File: config.mk
export PLATFORM = sky130hd
export DESIGN_NAME = fft_peak_picker
export DESIGN_NICKNAME = d
export VERILOG_FILES = /design/src/rtl/fas_pkg.sv /design/src/rtl/fas_mag_sq.sv /design/src/rtl/fft_peak_picker.sv
export SDC_FILE = /design/constraint.sdc
export NUM_CORES = 2
export LEC_CHECK = 0
export CORE_UTILIZATION = 40
export CTS_CLUSTER_SIZE = 25
export DETAILED_ROUTE_END_ITERATION = 7
export PLACE_DENSITY_LB_ADDON = 0.3
export SETUP_SLACK_MARGIN = 0.5
export SLEW_MARGIN = 10
export SYNTH_ARGS = -nofsm -noshare
export SYNTH_HDL_FRONTEND = slang
export SYNTH_SLANG_ARGS = --single-unit
File: constraint.sdc
create_clock -name clk -period 8.2 [get_ports clk]
set_input_delay 0.82 -clock clk [delete_from_list [all_inputs] [get_ports clk]]
set_output_delay 0.82 -clock clk [all_outputs]
set_load 0.02 [all_outputs]
File: src/rtl/fas_pkg.sv
// Shared constants and FSM encoding for the FFT peak picker.
// Bin words are {re, im}, two's complement halves.
package fas_pkg;
  localparam int DW     = 16;
  localparam int NBINS  = 16;
  localparam int IDX_W  = 4;
  localparam int RE_MSB = 31;
  localparam int RE_LSB = 16;
  localparam int IM_MSB = 15;
  localparam int IM_LSB = 0;

  typedef enum logic [1:0] {
    IDLE   = 2'd0,
    SCAN   = 2'd1,
    FINISH = 2'd2
  } fas_state_t;
endpackage

File: src/rtl/fas_mag_sq.sv
// Combinational squared magnitude re^2 + im^2 of one signed bin word.
// Both squares are non-negative; the worst case 2^31 still fits in 32 bits.
module fas_mag_sq
  import fas_pkg::*;
(
  input  logic [2*DW-1:0] bin_word,
  output logic [2*DW-1:0] mag
);
  logic [2*DW-1:0] re_x_s;
  logic [2*DW-1:0] im_x_s;
  logic [2*DW-1:0] re_sq_s;
  logic [2*DW-1:0] im_sq_s;

  // Sign-extend each half; the low 2*DW bits of the product are the exact signed square.
  always_comb begin
    re_x_s  = {{DW{bin_word[RE_MSB]}}, bin_word[RE_MSB:RE_LSB]};
    im_x_s  = {{DW{bin_word[IM_MSB]}}, bin_word[IM_MSB:IM_LSB]};
    re_sq_s = re_x_s * re_x_s;
    im_sq_s = im_x_s * im_x_s;
    mag     = re_sq_s + im_sq_s;
  end
endmodule

File: src/rtl/fft_peak_picker.sv
// Captures a 16-bin FFT frame and serially finds the largest-magnitude bin.
// Fixed latency: done pulses in the cycle after the 17th edge following capture.
module fft_peak_picker
  import fas_pkg::*;
#(
  parameter int DW       = fas_pkg::DW,
  parameter int NBINS    = fas_pkg::NBINS,
  parameter int SKIP_DC  = 0,
  parameter int LAST_BIN = 15
) (
  input  logic              clk,
  input  logic              rst,
  input  logic              fft_valid,
  input  logic [2*DW-1:0]   fft_d0,  fft_d1,  fft_d2,  fft_d3,
  input  logic [2*DW-1:0]   fft_d4,  fft_d5,  fft_d6,  fft_d7,
  input  logic [2*DW-1:0]   fft_d8,  fft_d9,  fft_d10, fft_d11,
  input  logic [2*DW-1:0]   fft_d12, fft_d13, fft_d14, fft_d15,
  output logic              busy,
  output logic              done,
  output logic [IDX_W-1:0]  freq,
  output logic [2*DW-1:0]   peak_mag,
  output logic              overrun
);
  logic [2*DW-1:0]  d_s [NBINS];
  logic [2*DW-1:0]  frame_r [NBINS];
  fas_state_t       state_r, state_nxt_s;
  logic [IDX_W-1:0] idx_r, cmp_idx_r, max_idx_r, new_idx_s;
  logic [2*DW-1:0]  mag_s, mag_q_r, max_r, new_max_s;
  logic             mag_vld_r, have_r, cand_s, take_s;

  // Gather the frame ports into an indexable bank.
  always_comb begin
    d_s[0]  = fft_d0;  d_s[1]  = fft_d1;  d_s[2]  = fft_d2;  d_s[3]  = fft_d3;
    d_s[4]  = fft_d4;  d_s[5]  = fft_d5;  d_s[6]  = fft_d6;  d_s[7]  = fft_d7;
    d_s[8]  = fft_d8;  d_s[9]  = fft_d9;  d_s[10] = fft_d10; d_s[11] = fft_d11;
    d_s[12] = fft_d12; d_s[13] = fft_d13; d_s[14] = fft_d14; d_s[15] = fft_d15;
  end

  fas_mag_sq u_mag_sq (
    .bin_word (frame_r[idx_r]),
    .mag      (mag_s)
  );

  // Next-state logic.
  always_comb begin
    state_nxt_s = state_r;
    case (state_r)
      IDLE: begin
        if (fft_valid) state_nxt_s = SCAN;
        else           state_nxt_s = IDLE;
      end
      SCAN: begin
        if (idx_r == IDX_W'(NBINS - 1)) state_nxt_s = FINISH;
        else                            state_nxt_s = SCAN;
      end
      FINISH:  state_nxt_s = IDLE;
      default: state_nxt_s = IDLE;
    endcase
  end

  // Stage-2 compare: first candidate always loads, later ones only if strictly greater.
  always_comb begin
    cand_s    = ((int'(cmp_idx_r) >= 1) || (SKIP_DC == 0)) && (int'(cmp_idx_r) <= LAST_BIN);
    take_s    = mag_vld_r && cand_s && (!have_r || (mag_q_r > max_r));
    new_max_s = max_r;
    new_idx_s = max_idx_r;
    if (take_s) begin
      new_max_s = mag_q_r;
      new_idx_s = cmp_idx_r;
    end else begin
      new_max_s = max_r;
      new_idx_s = max_idx_r;
    end
  end

  // State, pipeline, running max and output registers.
  always_ff @(posedge clk or negedge rst) begin
    if (!rst) begin
      state_r   <= IDLE;
      idx_r     <= '0;
      cmp_idx_r <= '0;
      mag_q_r   <= '0;
      mag_vld_r <= 1'b0;
      max_r     <= '0;
      max_idx_r <= '0;
      have_r    <= 1'b0;
      busy      <= 1'b0;
      done      <= 1'b0;
      freq      <= '0;
      peak_mag  <= '0;
      overrun   <= 1'b0;
      for (int i = 0; i < NBINS; i++) frame_r[i] <= '0;
    end else begin
      state_r   <= state_nxt_s;
      done      <= 1'b0;
      mag_q_r   <= mag_s;
      cmp_idx_r <= idx_r;
      mag_vld_r <= (state_r == SCAN);
      max_r     <= new_max_s;
      max_idx_r <= new_idx_s;
      have_r    <= have_r | take_s;
      if (fft_valid && (state_r != IDLE)) overrun <= 1'b1;
      case (state_r)
        IDLE: begin
          if (fft_valid) begin
            for (int i = 0; i < NBINS; i++) frame_r[i] <= d_s[i];
            busy      <= 1'b1;
            idx_r     <= '0;
            have_r    <= 1'b0;
            max_r     <= '0;
            max_idx_r <= '0;
          end
        end
        SCAN: idx_r <= idx_r + IDX_W'(1);
        FINISH: begin
          freq     <= new_idx_s;
          peak_mag <= new_max_s;
          done     <= 1'b1;
          busy     <= 1'b0;
        end
        default: busy <= 1'b0;
      endcase
    end
  end
endmodule
### Word level (Yosys, flattened, before mapping)

Cells that the tools add are included.

| word-level totals | value |
|---|---|
| output and inout bits | 39 |
| register bits | 631 |
| memories kept | 0 |
| input bits | 515 |
| latch bits | 0 |
| RAM bits | 0 |
| word-level logic and storage cells | 71 |
| ROM bits | 0 |

| cells by class | value |
|---|---|
| multipliers | 2 |
| mux-type cells | 19 |
| reduce and logical (&&, ||, !) cells | 10 |
| divide/modulo/power cells | 0 |
| bitwise gates (word level) | 3 |
| equality and inequality tests | 4 |
| order comparisons | 2 |
| shifts and indexed selects | 0 |
| add/subtract/negate cells | 2 |

Operators by type and width:

| operator | number |
|---|---|
| $mux 32 | 5 |
| $bmux 32 s4 | 1 |
| $mul 16x16->32 | 2 |
| $add 32x32->32 | 1 |
| $gt 32x32->1 | 1 |
| $mux 4 | 4 |
| $pmux 4 s2 | 1 |
| $reduce_and 2->1 | 3 |
| $ge 5x5->1 const B | 1 |
| $mux 1 | 5 |
| $not 4->5 | 1 |
| $add 4x1->4 const B | 1 |
| $eq 4x4->1 const B | 1 |
| $pmux 2 s2 | 1 |
| $reduce_bool 2->1 | 2 |
| $eq 2x1->1 const B | 1 |
| $eq 2x2->1 const B | 1 |
| $logic_and 1x1->1 | 2 |
| $logic_not 2->1 | 1 |
| $mux 2 | 1 |
| $ne 2x2->1 const B | 1 |
| $pmux 1 s2 | 1 |
| $logic_not 1->1 | 1 |
| $logic_or 1x1->1 | 1 |
| other kinds (2) | 2 |

### Depth between registers and ports, before layout

| depth | value |
|---|---|
| word-level depth | 6 |
| depth in mapped cells | 35 |
| mapped depth without buffers | 31 |

### Cells and area by module

A second synthesis with hierarchy kept.

| second synthesis, totals | value |
|---|---|
| cell total of the unflattened synthesis | 4678 |
| area total of the unflattened synthesis | 45452.3 sq um |

By module, submodules not included:

| module | cells an instance | instances | area each (sq um) | sequential area each (sq um) |
|---|---|---|---|---|
| fft_peak_picker | 2834 | 1 | 27817.9 | 15790.1 |
| fas_mag_sq | 1844 | 1 | 17634.4 | 0.0 |

### Worst setup path after synthesis

OpenSTA, ideal clock, no wires.

| timing | value |
|---|---|
| kind | reg-to-reg |
| start point | reg idx_r[0] |
| end point | reg mag_q_r[29] |
| period minus slack after synthesis | 8.242 ns |
| required time | 8.120 ns |
| cell stages (with the launch flop) | 30 |
| slack | -0.042 ns |
| setup time | 0.080 ns |
| arrival time | 8.162 ns |
| path through | dfrtp_1 > buf_6 > buf_6 > buf_4 > mux4_2 > mux2_2 > o21a_1 > buf_2 > nand2_1 > inv_1 > fa_1 > fa_1 > fa_1 > inv_1 > fa_1 > fa_1 > fa_1 > fa_1 > fa_1 > inv_1 > ha_1 > a21oi_1 > nor2b_1 > o21ai_0 > nand2b_1 > a22o_1 > a2111oi_2 > o31ai_1 > a21oi_1 > xnor2_1 |

| between the ends | value |
|---|---|
| word-level cells in the longest chain between the ends | 6 |
| elaborated cells between the ends (all ways) | 7 |
| classes of those cells | add/sub (1); mul (2); mux (3); bitwise (1) |

Ends and longest elaborated chain:

| element | RTL line | RTL |
|---|---|---|
| from (decl) | fft_peak_picker.sv:27 | `logic [IDX_W-1:0] idx_r, cmp_idx_r, max_idx_r, new_idx_s;` |
| from (signal assigned) | fft_peak_picker.sv:114 | `SCAN: idx_r <= idx_r + IDX_W'(1);` |
| $not 4->5 (not written as such) * | fft_peak_picker.sv:40 | `.bin_word (frame_r[idx_r]),` |
| $bmux 32 s4 * | fft_peak_picker.sv:40 |  |
| $mux 32 (not written as such) * (2 in series) | fft_peak_picker.sv:40 |  |
| $mul 16x16->32, on equally long branches | fas_mag_sq.sv:18, fas_mag_sq.sv:19 |  |
| $add 32x32->32 * | fas_mag_sq.sv:20 | `mag = re_sq_s + im_sq_s;` |
| via mag_s[29] | fft_peak_picker.sv:28 | `logic [2*DW-1:0] mag_s, mag_q_r, max_r, new_max_s;` |
| to (signal assigned) | fft_peak_picker.sv:96 | `mag_q_r <= mag_s;` |
| to (decl) | fft_peak_picker.sv:28 |  |

Mark *: on every way through the listed nets, which the timed path passes. The rest lies on a longest branch. The select of a mux whose other input is x is not followed.
A chain may end at the register's enable or synchronous reset.

### Worst setup path in the final report

Same ends and word-level chain as after synthesis.

==> insert_results.sql <==
INSERT INTO impl_metrics (metric_group, metric, value, unit) VALUES
('status', 'status', 'complete, but fails checks', ''),
('status', 'violations', 'setup timing', ''),
('sta', 'fin_crit_sh', '104.5', '%'),
('sta', 'max_freq', '116.7', 'MHz'),
('clock_tree', 'cts_root_buf', 'sky130_fd_sc_hd__clkbuf_16', ''),
('grt', 'grt.total_usage', '25.86', '%'),
('worst_setup_path', 'timing.critical_path.mode_cell', 'sky130_fd_sc_hd__fa_1', ''),
('worst_setup_path', 'r2r_slack', '-0.37', 'ns'),
('worst_setup_path', 'cp-start-kind', 'register', ''),
('clock_tree', 'sink_count', '631', ''),
('finish', 'design.final.nets', '6794', ''),
('floorplan', 'coreArea', '112300', 'um^2'),
('worst_setup_path', 'critical_path.slowest_cell', 'sky130_fd_sc_hd__mux4_2', ''),
('logic_synthesis', 'post_synth_xor_area_fraction', '1.161', '%'),
('logic_synthesis', 'postSynthCellCount', '4674', ''),
('sta', 'worst_clock_skew', '0.06674', 'ns'),
('sta', 'grt_setup_unrepaired', 'true', ''),
('grt', 'grt_pass1_wl', '224.8', 'mm'),
('sta', 'worst_case_setup_margin_in_the_final_layout', '-0.3669', 'ns'),
('clock_tree', 'postCtsHoldBufs', '0', ''),
('grt', 'overflow', '0', ''),
('floorplan', 'design.die.area', '114500', 'um^2'),
('finish', 'fillCellCount', '10003', ''),
('hold_path', 'hold_removal_path_class', 'in -> async', ''),
('grt', 'grt_start_max_net_pins', '212', ''),
('placed_design', 'post_detailed_placement_half_perimeter_wirelength', '116.0', 'mm'),
('logic_synthesis', 'postSynthRegisterBits', '631', ''),
('finish', 'areaGrowthSynthToFinish', '32.35', '%'),
('logic_synthesis', 'synth-seq-area-share', '34.88', '%'),
('grt', 'met1_use_gr', '34.76', '%'),
('logic_synthesis', 'syn-num-nets', '5893', ''),
('logic_synthesis', 'share_of_synthesized_cell_area_in_and_or_nand_and_nor_gates', '16.94', '%'),
('detailed_routing', 'post_drt_wl_per_cell', '20.35', 'um'),
('logic_synthesis', 'postSynth.topFlopCell', 'sky130_fd_sc_hd__dfrtp_1', ''),
('detailed_routing', 'route.detailed.vias_per_inst', '4.891', ''),
('worst_setup_path', 'timing.critical_path.arrival', '9.11', 'ns'),
('logic_synthesis', 'yosys.area_share.adder', '28.11', '%'),
('clock_tree', 'path_clk_slew', '0.06', 'ns'),
('detailed_routing', 'wirelength', '145.4', 'mm'),
('sta', 'final_hold_viol_count', '0', ''),
('finish', 'drive_gt1_share', '17.76', '%'),
('detailed_routing', 'antenna_left', '0', ''),
('worst_setup_path', 'required', '8.74', 'ns'),
('clock_tree', 'tritoncts', 'built', ''),
('clock_tree', 'inserted_clock_buffers', '71', ''),
('logic_synthesis', 'syn_area', '45270', 'um^2'),
('clock_tree', 'ctsLongestPathBuffers', '3', ''),
('logic_synthesis', 'post_synth.cell_area_avg', '9.686', 'um^2'),
('logic_synthesis', 'synth_compound_gate_area_share', '2.244', '%'),
('sta', 'final_critical_path_required_period', '8.567', 'ns'),
('sta', 'totalNegativeSetupSlack', '-2.774', 'ns'),
('worst_setup_path', 'setup.worst_path.class', 'reg -> reg', ''),
('worst_setup_path', 'crit_fanout', '6', ''),
('detailed_routing', 'firstDrtPassIters', '5', ''),
('placed_design', 'gpl.final_weighted_congestion', '0.9523', ''),
('detailed_routing', 'drc_errors', '0', ''),
('grt', 'vias_in_the_first_global_route', '37466', ''),
('job', 'max_cap_violations', '0', ''),
('floorplan', 'initial_utilization', '40.30', '%'),
('floorplan', 'die_height', '338.4', 'um'),
('worst_setup_path', 'crit_path_end_kind', 'register', ''),
('sta', 'timing.max_slew.rel_slack', '25.47', '%'),
('sta', 'tightest_slew', '1.118', 'ns'),
('sta', 'setup_viol', '13', ''),
('clock_tree', 'htree_num_levels', '3', ''),
('floorplan', 'core.rowCount', '123', ''),
('floorplan', 'floorplan.io_pins', '554', ''),
('grt', 'met3_usage_grt', '4.857', '%'),
('worst_setup_path', 'slowest_delay', '0.63', 'ns'),
('grt', 'use_met2', '41.44', '%'),
('logic_synthesis', 'synth_enable_flop_cells', '0', '');
through the flow:
stage,std cells,utilization [%],setup WS [ns],hold WS (ns),area (um^2)
final,7146,53.33,-0.3669,0.1463,59920
after global routing,7144,53.33,-0.6144,0.1608,59910
after CTS,7107,52.75,-0.2974,0.1257,59260
after detailed placement,6927,49.29,-0.5215,0.4564,55370
after global placement,6927,49.29,-0.4351,0.4531,55370
after floorplan,4674,-,0.2354,0.3487,45530
critical path, delay by kind of cell (launching register included):
kind                       cells  cell delay [ns]
buffers and inverters          8             0.68
DFF                            1             0.52
and+or+nand+nor                2             0.25
muxes                          2             1.21
AOI/OAI and AO/OA              7             1.32
adders and majority gates      9             4.29
xor gates and xnor gates       1             0.14
sequential cells by signal, indices dropped and copies added (netlist names):
signal,cells
cmp_idx_r,4
mag_vld_r,1
overrun,1
max_r,32
state_r,2
done,1
busy,1
max_idx_r,4
have_r,1
idx_r,4
frame_r,512
peak_mag,32
freq,4
mag_q_r,32
synth_stat cells, drive strengths merged, types with 15 or more instances:
cell,count,area share [%]
mux2i,57,1.3
a21oi,34,0.38
xnor2,47,0.91
o21ai,68,0.87
inv,701,5.8
ha,182,5.0
a21o,17,0.28
nor2,165,1.4
dfrtp,631,35
and2,20,0.28
o21a,15,0.25
mux4,141,7.0
buf,74,0.98
clkbuf,132,1.1
nand2,1749,15
mux2,20,0.50
fa,522,23
cell families after synthesis:
logic type	Yosys count
and+or+nand+nor	1993
buffers and inverters	908
adders and majority gates	704
DFF	631
muxes	218
AOI/OAI and AO/OA	160
xor gates and xnor gates	60
area by class of cell:
type                            count  area, um^2  area share, %
Multi-Input combinational cell   3135       26850          44.82
Sequential cell                   631       15810          26.38
Timing Repair Buffer             1034       10070          16.81
Inverter                          702        2671          4.458
Clock buffer                      102        2073          3.460
Tap cell                         1500        1877          3.132
Clock inverter                     26       526.8         0.8791
Antenna cell                       16       40.04        0.06682
what timing repair did:
| action | 4_1_cts | 5_1_grt |
|---|---|---|
| pin swaps | 79 | 80 |
| cloned | 5 | 1 |
| endpoints found under the setup margin | 21 | 22 |
| resized for setup | 189 | 130 |
| setup buffers | 47 | 22 |
worst paths after layout:
kind | cells after the start | startpoint | end
max in group asynchronous | 3 | rst | idx_r[1]$_DFFE_PN0P_
worst min register to register | 2 | frame_r[51]$_DFFE_PN0P_ | frame_r[51]$_DFFE_PN0P_
worst max-delay path | 29 | idx_r[0]$_DFFE_PN0P_ | mag_q_r[29]$_DFF_PN0_
worst min-delay path | 1 | rst | frame_r[401]$_DFFE_PN0P_
min in group clk | 2 | frame_r[51]$_DFFE_PN0P_ | frame_r[51]$_DFFE_PN0P_
worst max register to register | 29 | idx_r[0]$_DFFE_PN0P_ | mag_q_r[29]$_DFF_PN0_
metal layers:
layer  vias to the layer above  part of all wire (%)  wire length, um
met5                         -                 0.062               90
met4                        12                   4.1             5928
met3                       234                   7.0            10180
met2                      1150                    47            68490
met1                     17554                    42            60730
li1                      16001                     -                -
cells in the final DEF, fill, tap and decap left out, types with 42 or more instances in the layout:
cell | synthesis | layout
sky130_fd_sc_hd__buf_4 | 11 | 367
sky130_fd_sc_hd__clkbuf_16 | 0 | 72
sky130_fd_sc_hd__clkdlybuf4s50_1 | 0 | 552
sky130_fd_sc_hd__fa_2 | 0 | 42
sky130_fd_sc_hd__nor2_1 | 165 | 147
sky130_fd_sc_hd__mux4_2 | 141 | 141
sky130_fd_sc_hd__nand2_1 | 1749 | 1715
sky130_fd_sc_hd__xnor2_1 | 47 | 42
sky130_fd_sc_hd__dfrtp_1 | 631 | 627
sky130_fd_sc_hd__mux2i_1 | 57 | 51
sky130_fd_sc_hd__ha_1 | 182 | 165
sky130_fd_sc_hd__buf_6 | 10 | 59
sky130_fd_sc_hd__fa_1 | 522 | 480
sky130_fd_sc_hd__inv_1 | 691 | 652
Power is left out: the tool's default activity adds up to more than one toggle a clock period on the data nets, which glitch-free logic cannot reach.
